$ cat src/rtl/tanh_pkg.sv
// Shared constants and FSM state type for the tanh table reader
// and the downstream linear interpolator.
package tanh_pkg;

    localparam int DATA_W      = 8;
    localparam int FRAC_W      = 4;
    localparam int ADDR_W      = 5;
    localparam int TABLE_DEPTH = (1 << (DATA_W - FRAC_W)) + 1;

    typedef enum logic [2:0] {
        ST_IDLE,
        ST_REQ_NEXT,
        ST_CAP_BASE,
        ST_CAP_NEXT,
        ST_OUT
    } state_e;

endpackage

$ cat src/rtl/tanh_lut_fetcher.sv
// Splits a signed sample into table index and fraction, reads two
// adjacent tanh breakpoints from an external ROM, presents operands.
module tanh_lut_fetcher #(
    parameter int DATA_W = tanh_pkg::DATA_W,
    parameter int FRAC_W = tanh_pkg::FRAC_W,
    parameter int ADDR_W = tanh_pkg::ADDR_W
) (
    input  logic                     clk,
    input  logic                     rst,
    input  logic                     in_valid,
    output logic                     in_ready,
    input  logic signed [DATA_W-1:0] x,
    output logic                     rom_en,
    output logic        [ADDR_W-1:0] rom_addr,
    input  logic signed [DATA_W-1:0] rom_data,
    output logic                     out_valid,
    input  logic                     out_ready,
    output logic signed [DATA_W-1:0] base,
    output logic signed [DATA_W-1:0] next_data,
    output logic signed [DATA_W-1:0] change,
    output logic signed [DATA_W-1:0] remaining
);

    import tanh_pkg::*;

    state_e                     state_q;
    logic                       rom_en_q;
    logic        [ADDR_W-1:0]   rom_addr_q;
    logic signed [DATA_W-1:0]   base_q;
    logic signed [DATA_W-1:0]   next_q;
    logic signed [DATA_W-1:0]   change_q;
    logic signed [DATA_W-1:0]   rem_q;
    logic                       out_valid_q;

    logic        [ADDR_W-1:0]   addr_d;
    logic signed [DATA_W-1:0]   rem_d;

    // Signed index + half-table offset is just the index with its
    // sign bit inverted; the fraction is zero-extended.
    assign addr_d = ADDR_W'({~x[DATA_W-1], x[DATA_W-2:FRAC_W]});
    assign rem_d  = DATA_W'(x[FRAC_W-1:0]);

    // Fetch sequencer: two back-to-back reads, capture, hold until taken.
    always_ff @(posedge clk or posedge rst) begin
        if (rst) begin
            state_q     <= ST_IDLE;
            rom_en_q    <= 1'b0;
            rom_addr_q  <= '0;
            base_q      <= '0;
            next_q      <= '0;
            change_q    <= '0;
            rem_q       <= '0;
            out_valid_q <= 1'b0;
        end else begin
            unique case (state_q)
                ST_IDLE: begin
                    if (in_valid) begin
                        rom_addr_q <= addr_d;
                        rem_q      <= rem_d;
                        rom_en_q   <= 1'b1;
                        state_q    <= ST_REQ_NEXT;
                    end
                end
                ST_REQ_NEXT: begin
                    rom_addr_q <= rom_addr_q + ADDR_W'(1);
                    state_q    <= ST_CAP_BASE;
                end
                ST_CAP_BASE: begin
                    base_q   <= rom_data;
                    rom_en_q <= 1'b0;
                    state_q  <= ST_CAP_NEXT;
                end
                ST_CAP_NEXT: begin
                    next_q      <= rom_data;
                    change_q    <= rom_data - base_q;
                    out_valid_q <= 1'b1;
                    state_q     <= ST_OUT;
                end
                ST_OUT: begin
                    if (out_ready) begin
                        out_valid_q <= 1'b0;
                        state_q     <= ST_IDLE;
                    end
                end
                default: begin
                    state_q <= ST_IDLE;
                end
            endcase
        end
    end

    assign in_ready  = (state_q == ST_IDLE);
    assign rom_en    = rom_en_q;
    assign rom_addr  = rom_addr_q;
    assign out_valid = out_valid_q;
    assign base      = base_q;
    assign next_data = next_q;
    assign change    = change_q;
    assign remaining = rem_q;

endmodule

$ cat config.mk
export PLATFORM = sky130hd
export DESIGN_NAME = tanh_lut_fetcher
export DESIGN_NICKNAME = d
export VERILOG_FILES = /design/src/rtl/tanh_pkg.sv /design/src/rtl/tanh_lut_fetcher.sv
export SDC_FILE = /design/constraint.sdc
export NUM_CORES = 1
export LEC_CHECK = 0
export ABC_AREA = 1
export CAP_MARGIN = 20
export CORE_MARGIN = 2
export CORE_UTILIZATION = 47
export CTS_CLUSTER_DIAMETER = 200
export DETAILED_ROUTE_END_ITERATION = 7
export HOLD_SLACK_MARGIN = 0.15
export PLACE_DENSITY = 0.77
export SYNTH_ARGS = -nofsm -noshare
export SYNTH_HDL_FRONTEND = slang
export SYNTH_SLANG_ARGS = --single-unit
$ cat constraint.sdc
create_clock -name clk -period 2.1 [get_ports clk]
set_clock_uncertainty 0.2 [all_clocks]
set_input_delay 0.42 -clock clk [delete_from_list [all_inputs] [get_ports clk]]
set_output_delay 0.42 -clock clk [all_outputs]
set_load 0.02 [all_outputs]
# Yosys cells after proc, flatten, opt, wreduce, memory -nomap -nowiden
# Index checks and enable logic that the tools add are counted.
dict set report totals {
  regBits 38
  in_bits 20
  out_inout_bits 40
  word_cells 35
}
dict set report classes {
  add_sub_neg 2
  eq_ne 6
  n_mux 9
  n_bitwise 1
  n_reduce_logical 9
}
# cell n
set ops {}
lappend ops {{$pmux 3 s5} 1}
lappend ops {{$pmux 5 s2} 1}
lappend ops {{$reduce_and 2->1} 5}
lappend ops {{$sub 8x8->8} 1}
lappend ops {{$eq 3x2->1 const B} 2}
lappend ops {{$mux 3} 2}
lappend ops {{$reduce_bool 2->1} 3}
lappend ops {{$add 5x1->5 const B} 1}
lappend ops {{$mux 5} 1}
lappend ops {{$ne 2x2->1 const B} 2}
lappend ops {{$pmux 1 s2} 2}
lappend ops {{$eq 3x1->1 const B} 1}
lappend ops {{$eq 3x3->1 const B} 1}
lappend ops {{$logic_not 3->1} 1}
lappend ops {{$mux 1} 2}
lappend ops {{$not 1->1} 1}

# Depth between registers and ports, before layout
# Gate-level depths: netlist of the first run.
dict set report logic_depth {
  depth_word 3
  depth_mapped 11
  mapped_depth_nobuf 11
}

# Worst setup path after synthesis of the first run
# OpenSTA, ideal clock, no wires.
dict set report synth_timing {
  kind {input -> register}
  startpoint {in rom_data[0]}
  endpoint {reg change_q[4] (netlist: change[4])}
  setup_time_ps 118
  arrival_ps 1482
  required_ps 1782
  setup_slack_ps 300
  stages 10
  path_buffers 0
  cell_sequence {inv_1 > ha_1 > inv_1 > fa_1 > nand2_1 > nand2_1 > nand2_1 > o21ai_0 > a21oi_1 > nor2_1}
}
dict set report synth_via {
  elab_chain_cells 1
}
# item line_no
set synth_lines {}
lappend synth_lines {{from (decl)} tanh_lut_fetcher.sv:15} ;# input logic signed [DATA_W-1:0] rom_data,
lappend synth_lines {{$sub 8x8->8} tanh_lut_fetcher.sv:75} ;# change_q <= rom_data - base_q;
lappend synth_lines {{to (signal assigned)} tanh_lut_fetcher.sv:75}
lappend synth_lines {{to (decl)} tanh_lut_fetcher.sv:31} ;# logic signed [DATA_W-1:0] change_q;
# No other way between the ends.
# A chain may end at the register's enable or synchronous reset.

# Worst setup path after layout of the first run
# Same ends and word-level chain as after synthesis.

==> results of run 1 <==
[cells by family after synthesis]
family	after synthesis	share of synthesized area (%)
xor+xnor	4	1.78
flops	38	48.4
fa+ha+maj	9	6.12
compound gates	27	7.78
buf+inv	39	9.56
simple gates	113	26.1
other cells	1	0.191
[worst paths after layout]
kind,from,endpoint,slack (ns),cells past startpoint
worst max-delay path,rom_data[0],change[4],0.13,11
worst min-delay path,next_data[3],next_data[3],0.28,2
worst max register to register,base[0],change[4],0.35,9
worst min register to register,next_data[3],next_data[3],0.28,2
max in group asynchronous,rst,change[1],1.04,3
min in group asynchronous,rst,base[0],0.33,3
[what timing repair did]
action | CTS | global route
cloned | 0 | 0
endpoints found under the setup margin | 1 | 2
resized for setup | 1 | 1
pin swaps | 0 | 0
[power by group through the flow]
stage / sequential (mW) / clock (mW) / combinational, mW
after CTS: 1.33 / 0.783 / 2.70
after global placement: 1.33 / 0 / 2.64
after floorplan: 1.72 / 0 / 1.22
after global routing: 1.37 / 0.809 / 2.96
final: 1.33 / 0.771 / 2.68
after detailed placement: 1.34 / 0 / 2.69
[cell usage after synthesis]
cell type | n | area share (%)
nand2_1 | 85 | 16
dfrtp_1 | 38 | 48
inv_1 | 25 | 4.8
o21ai_0 | 13 | 3.3
nand3_1 | 11 | 2.8
ha_1 | 8 | 5.1
inv_2 | 6 | 1.1
nor2_1 | 6 | 1.1
buf_4 | 5 | 1.9
a21oi_1 | 4 | 1.0
o21ai_1 | 4 | 1.0
o21ai_2 | 4 | 1.8
buf_6 | 3 | 1.7
xor2_1 | 3 | 1.3
nand3b_1 | 2 | 0.76
nor2_4 | 2 | 1.1
nor3_4 | 2 | 1.7
or2_2 | 2 | 0.64
a31oi_1 | 1 | 0.32
conb_1 | 1 | 0.19
fa_1 | 1 | 1.0
nand2_4 | 1 | 0.57
nand3_4 | 1 | 0.89
nor3_1 | 1 | 0.25
o22ai_1 | 1 | 0.32
xnor2_1 | 1 | 0.45
[cell type report]
class | count | area [sq um]
well taps | 50 | 62.6
repair buffers | 73 | 684
inverters | 31 | 116
fillers | 329 | 1200
flip-flops and latches | 38 | 951
clock inverters | 2 | 60.1
multi-input cells | 157 | 838
clock buffers | 6 | 82.6
[placed cells by master (no fill, tap or decap), types with 3 or more instances in the layout]
master            n
buf_4            18
conb_1            4
o21ai_0          13
nand2_1          85
nand3_1          11
o21ai_2           4
o21ai_1           4
clkbuf_8          6
xor2_1            3
a21oi_1           4
dfrtp_1          38
ha_1              8
inv_1            25
inv_2             6
clkdlybuf4s50_1  54
nor2_1            6
[flip-flops by register name, indices dropped and copies added (netlist names)]
name / count
remaining: 4
next_data: 8
rom_en: 1
base: 8
state_q: 3
change: 8
out_valid: 1
rom_addr: 5
[layer usage]
layer / part of all wire (%) / up-vias / track usage [%]
met2: 45 / 44 / 28.2
met4: 1.8 / 0 / 8.75
li1: - / 863 / -
met3: 5.0 / 8 / 4.06
met1: 48 / 760 / 28.8
met5: 0 / - / 0
[worst max-delay path, cell delays in order]
cell	delay, ns
clkdlybuf4s50_1	0.45
inv_1	0.05
ha_1	0.19
inv_1	0.09
fa_2	0.22
nand2_1	0.05
nand2_1	0.09
nand2_1	0.07
buf_4	0.13
a21oi_1	0.13
nor2_1	0.05
==> run_results.csv, run 1 <==
group,metric,value,unit
floorplan,die_width,68.6,um
synth,synth_area,1960,sq um
clock_network,clk_path_buf_depth,2,
synth,ys_seq_elements,38,
timing,hold_violations,0,
synth,ys_seq_area_share,48.4,%
layout,fin_nets,335,
timing,fmax,509,MHz
layout,n_antenna_cell,0,
clock_network,clk_pin_slew,0.07,ns
synth,synthCells,231,
setup_path,cp-start-kind,"input port",
grt,overflow,0,
timing,holdWs,0.275,ns
pwr,p_leak,1.40,nW
drt,wl_per_cell,11.6,um
pwr,combinationalPowerShare,56.1,%
clock_network,cts_tree,"built",
setup_path,worstPathArrival,1.95,ns
grt,grt_antenna_before_repair,0,
drt,first_pass_iters,4,
setup_path,criticalPathCategory,"input port to register",
timing,drv_slew,0,
timing,period_share,93.6,%
placed_design,place_congestion,0.863,
grt,grt_pass1_vias,1522,
drt,via_count,1675,
clock_network,hold_buffers,0,
grt,grt_first_pass_wirelength,6.88,mm
timing,rsz0062_at_grt,"false",
pwr,ir_worst_vdd,0.000828,V
synth,synth_cell_type_count,26,
pwr,internal_power,2.80,mW
synth,ys_warn_count,0,
grt,grt.total_usage,19.8,%
layout,postLayoutCoreUtil,69.9,%
placed_design,pre_cts_slack,-0.169,ns
clock_network,cts_buffers,5,
drt,viasPerCell,4.69,
pwr,power,4.78,mW
layout,drive_above_1_share,14.7,%
status,status,"complete, no violations",
placed_design,dp_cells,349,
clock_network,root_buffer,"clkbuf_8",
setup_path,worst_setup_path_end_kind,"register",
pwr,seq_power_share,27.8,%
drt,wirelength,4.16,mm
layout,postLayoutCellArea,2800,sq um
clock_network,clk_latency,0.29,ns
timing,finalWorstPathRequiredPeriod,1.97,ns
floorplan,die_h,68.6,um
clock_network,cts_sinks,38,
run,maxCapViolations,0,
floorplan,io_pins,60,
timing,worst_slack,0.134,ns
drt,final_antenna_net_count,0,
layout,fin_cells,357,
grt,grt_max_degree,39,
floorplan,core,4000,sq um
floorplan,dieArea,4710,sq um
pwr,switching_share,41.3,%
placed_design,hpwl,3.05,mm
floorplan,num_rows,23,
drt,drc,0,
floorplan,initial_utilization,49.1,%
min_path,worstHoldPathType,"register to register",
clock_network,post_cts_buffers,0,
setup_path,crit_fanout,2,
pwr,power_switching,1.98,mW
placed_design,post_dp_cell_area,2650,sq um
synth,synth.avg_cell_area,8.50,sq um
setup_path,crit_required,2.08,ns
placed_design,io_buffers,55,
drt,drt_iter0_drc,174,
layout,syn2layout_area_growth,42.4,%
timing,setup_violations,0,
pwr,clkPwrFrac,16.1,%
pwr,powerDensity,1710,nW/um^2
timing,finalSetupTns,0,ns
clock_network,htree_levels,2,
Power figures use the tool's default switching activity.
==> inputs of run 2 (changes only) <==
--- a/config.mk
+++ b/config.mk
@@ -7,7 +7,7 @@
 export LEC_CHECK = 0
 export ABC_AREA = 1
 export CAP_MARGIN = 20
-export CORE_MARGIN = 2
+export CORE_MARGIN = 4
 export CORE_UTILIZATION = 47
 export CTS_CLUSTER_DIAMETER = 200
 export DETAILED_ROUTE_END_ITERATION = 7
==> run_results.csv, run 2 (synthesis gave the netlist of run 1 again) <==
group,metric,value,unit
layout,fin_cells,357,
clock_network,cts_tree,"built",
timing,drv_slew,0,
floorplan,die_width,72.6,um
clock_network,htree_levels,2,
floorplan,die_h,72.6,um
placed_design,place_congestion,0.845,
floorplan,dieArea,5280,sq um
drt,wl_per_cell,12.7,um
timing,hold_violations,0,
drt,viasPerCell,4.82,
layout,syn2layout_area_growth,41.9,%
timing,finalWorstPathRequiredPeriod,2.02,ns
grt,grt_first_pass_wirelength,7.58,mm
run,maxCapViolations,0,
setup_path,criticalPathCategory,"input port to register",
setup_path,crit_slowest_cell,"clkdlybuf4s50_1",
grt,overflow,0,
grt,grt_pass1_vias,1660,
setup_path,crit_required,2.13,ns
grt,globalRouteMet1Util,25.4,%
drt,drt_iter0_drc,103,
clock_network,clk_path_buf_depth,2,
drt,drc,0,
grt,grt.total_usage,18.3,%
floorplan,initial_utilization,48.7,%
clock_network,root_buffer,"clkbuf_8",
floorplan,io_pins,60,
floorplan,num_rows,23,
placed_design,post_dp_cell_area,2640,sq um
grt,grt_antenna_before_repair,0,
clock_network,hold_buffers,0,
drt,wirelength,4.52,mm
timing,worst_slack,0.0802,ns
layout,fin_nets,335,
drt,final_antenna_net_count,0,
placed_design,io_buffers,55,
pwr,p_leak,1.39,nW
grt,met2_usage,28.2,%
grt,grt_busiest_layer,"met2",
setup_path,worst_setup_path_end_kind,"register",
setup_path,crit_fanout,2,
min_path,worstHoldPathType,"register to register",
floorplan,core,4030,sq um
grt,grtUsageMet3,4.41,%
clock_network,clk_latency,0.29,ns
placed_design,dp_cells,347,
timing,finalSetupTns,0,ns
setup_path,worstPathArrival,2.05,ns
timing,period_share,96.2,%
layout,postLayoutCellArea,2790,sq um
drt,first_pass_iters,4,
layout,final_cell_mix,"nand2_1 (82), clkdlybuf4s50_1 (54), dfrtp_1 (38), inv_1 (23), buf_4 (18)",
setup_path,cp_common_cell,"nand2_2",
layout,layout.cells.most_common,"nand2_1",
clock_network,cts_buffers,5,
timing,fmax,495,MHz
setup_path,cp_slowest_stage_delay,0.41,ns
status,status,"complete, no violations",
pwr,ir_worst_vdd,0.000866,V
setup_path,crit_chain,"clkdlybuf4s50_1 > inv_2 > ha_4 > inv_2 > fa_2 > nand2_2 > nand2_2 > nand3b_1 > nand2_1 > nand2_2 > nand3_2 > nand2_1",
layout,fill_cells,358,
clock_network,cts_sinks,38,
clock_network,clk_pin_slew,0.08,ns
grt,grt_max_degree,39,
placed_design,pre_cts_slack,-0.216,ns
placed_design,hpwl,3.30,mm
drt,via_count,1720,
layout,drive_above_1_share,16.9,%
timing,setup_violations,0,
setup_path,cp-start-kind,"input port",
pwr,power,4.67,mW
pwr,powerDensity,1680,nW/um^2
layout,n_antenna_cell,0,
-- run 2: stage by stage --
step	util [%]	hold slack, ns
after detailed placement	65.4	0.259
final	69.2	0.279
after CTS	68.1	0.278
after floorplan	-	0.327
after global placement	65.4	0.254
after global routing	69.2	0.307
-- run 2: worst paths after layout --
check	startpoint	slack, ns	to	cells past startpoint
worst min register to register	next_data[2]	0.28	next_data[2]	2
worst min-delay path	next_data[2]	0.28	next_data[2]	2
min in group asynchronous	rst	0.35	remaining[0]	3
worst max-delay path	rom_data[0]	0.08	change[6]	12
max in group asynchronous	rst	1.03	change[4]	3
worst max register to register	base[0]	0.26	change[6]	10
-- run 2: what timing repair did --
item | in CTS | in global routing
setup buffers | 0 | 2
endpoints found under the setup margin | 1 | 2
pin swaps | 0 | 6
gates cloned | 0 | 0
resized for setup | 1 | 9
-- run 2: report_power, final --
group	total, mW	internal [mW]	switching (mW)
logic	2.73	1.21	1.52
clock network	0.608	0.350	0.259
registers	1.33	1.09	0.239
total	4.67	2.65	2.02
-- run 2: per-layer routing --
layer  share of wire, %  routed length, um
met1                 47               2120
met2                 46               2100
met3                4.6                208
met4                2.1                 93
met5                  0                  0
-- run 2: final cells by class --
class / instances / area (sq um) / share of cell area [%]
Clock buffer: 5 / 68.8 / 2.47
Inverter: 31 / 116 / 4.18
Sequential cell: 38 / 951 / 34.1
Timing Repair Buffer: 73 / 684 / 24.6
Tap cell: 50 / 62.6 / 2.25
Clock inverter: 3 / 40.0 / 1.44
Multi-Input combinational cell: 157 / 863 / 31.0
-- run 2: worst max-delay path, delay by kind of cell --
| kind | cells | cell delay, ns |
|---|---|---|
| adder cells (fa/ha/maj) | 2 | 0.50 |
| buffers and inverters | 3 | 0.54 |
| AND/OR/NAND/NOR | 7 | 0.59 |
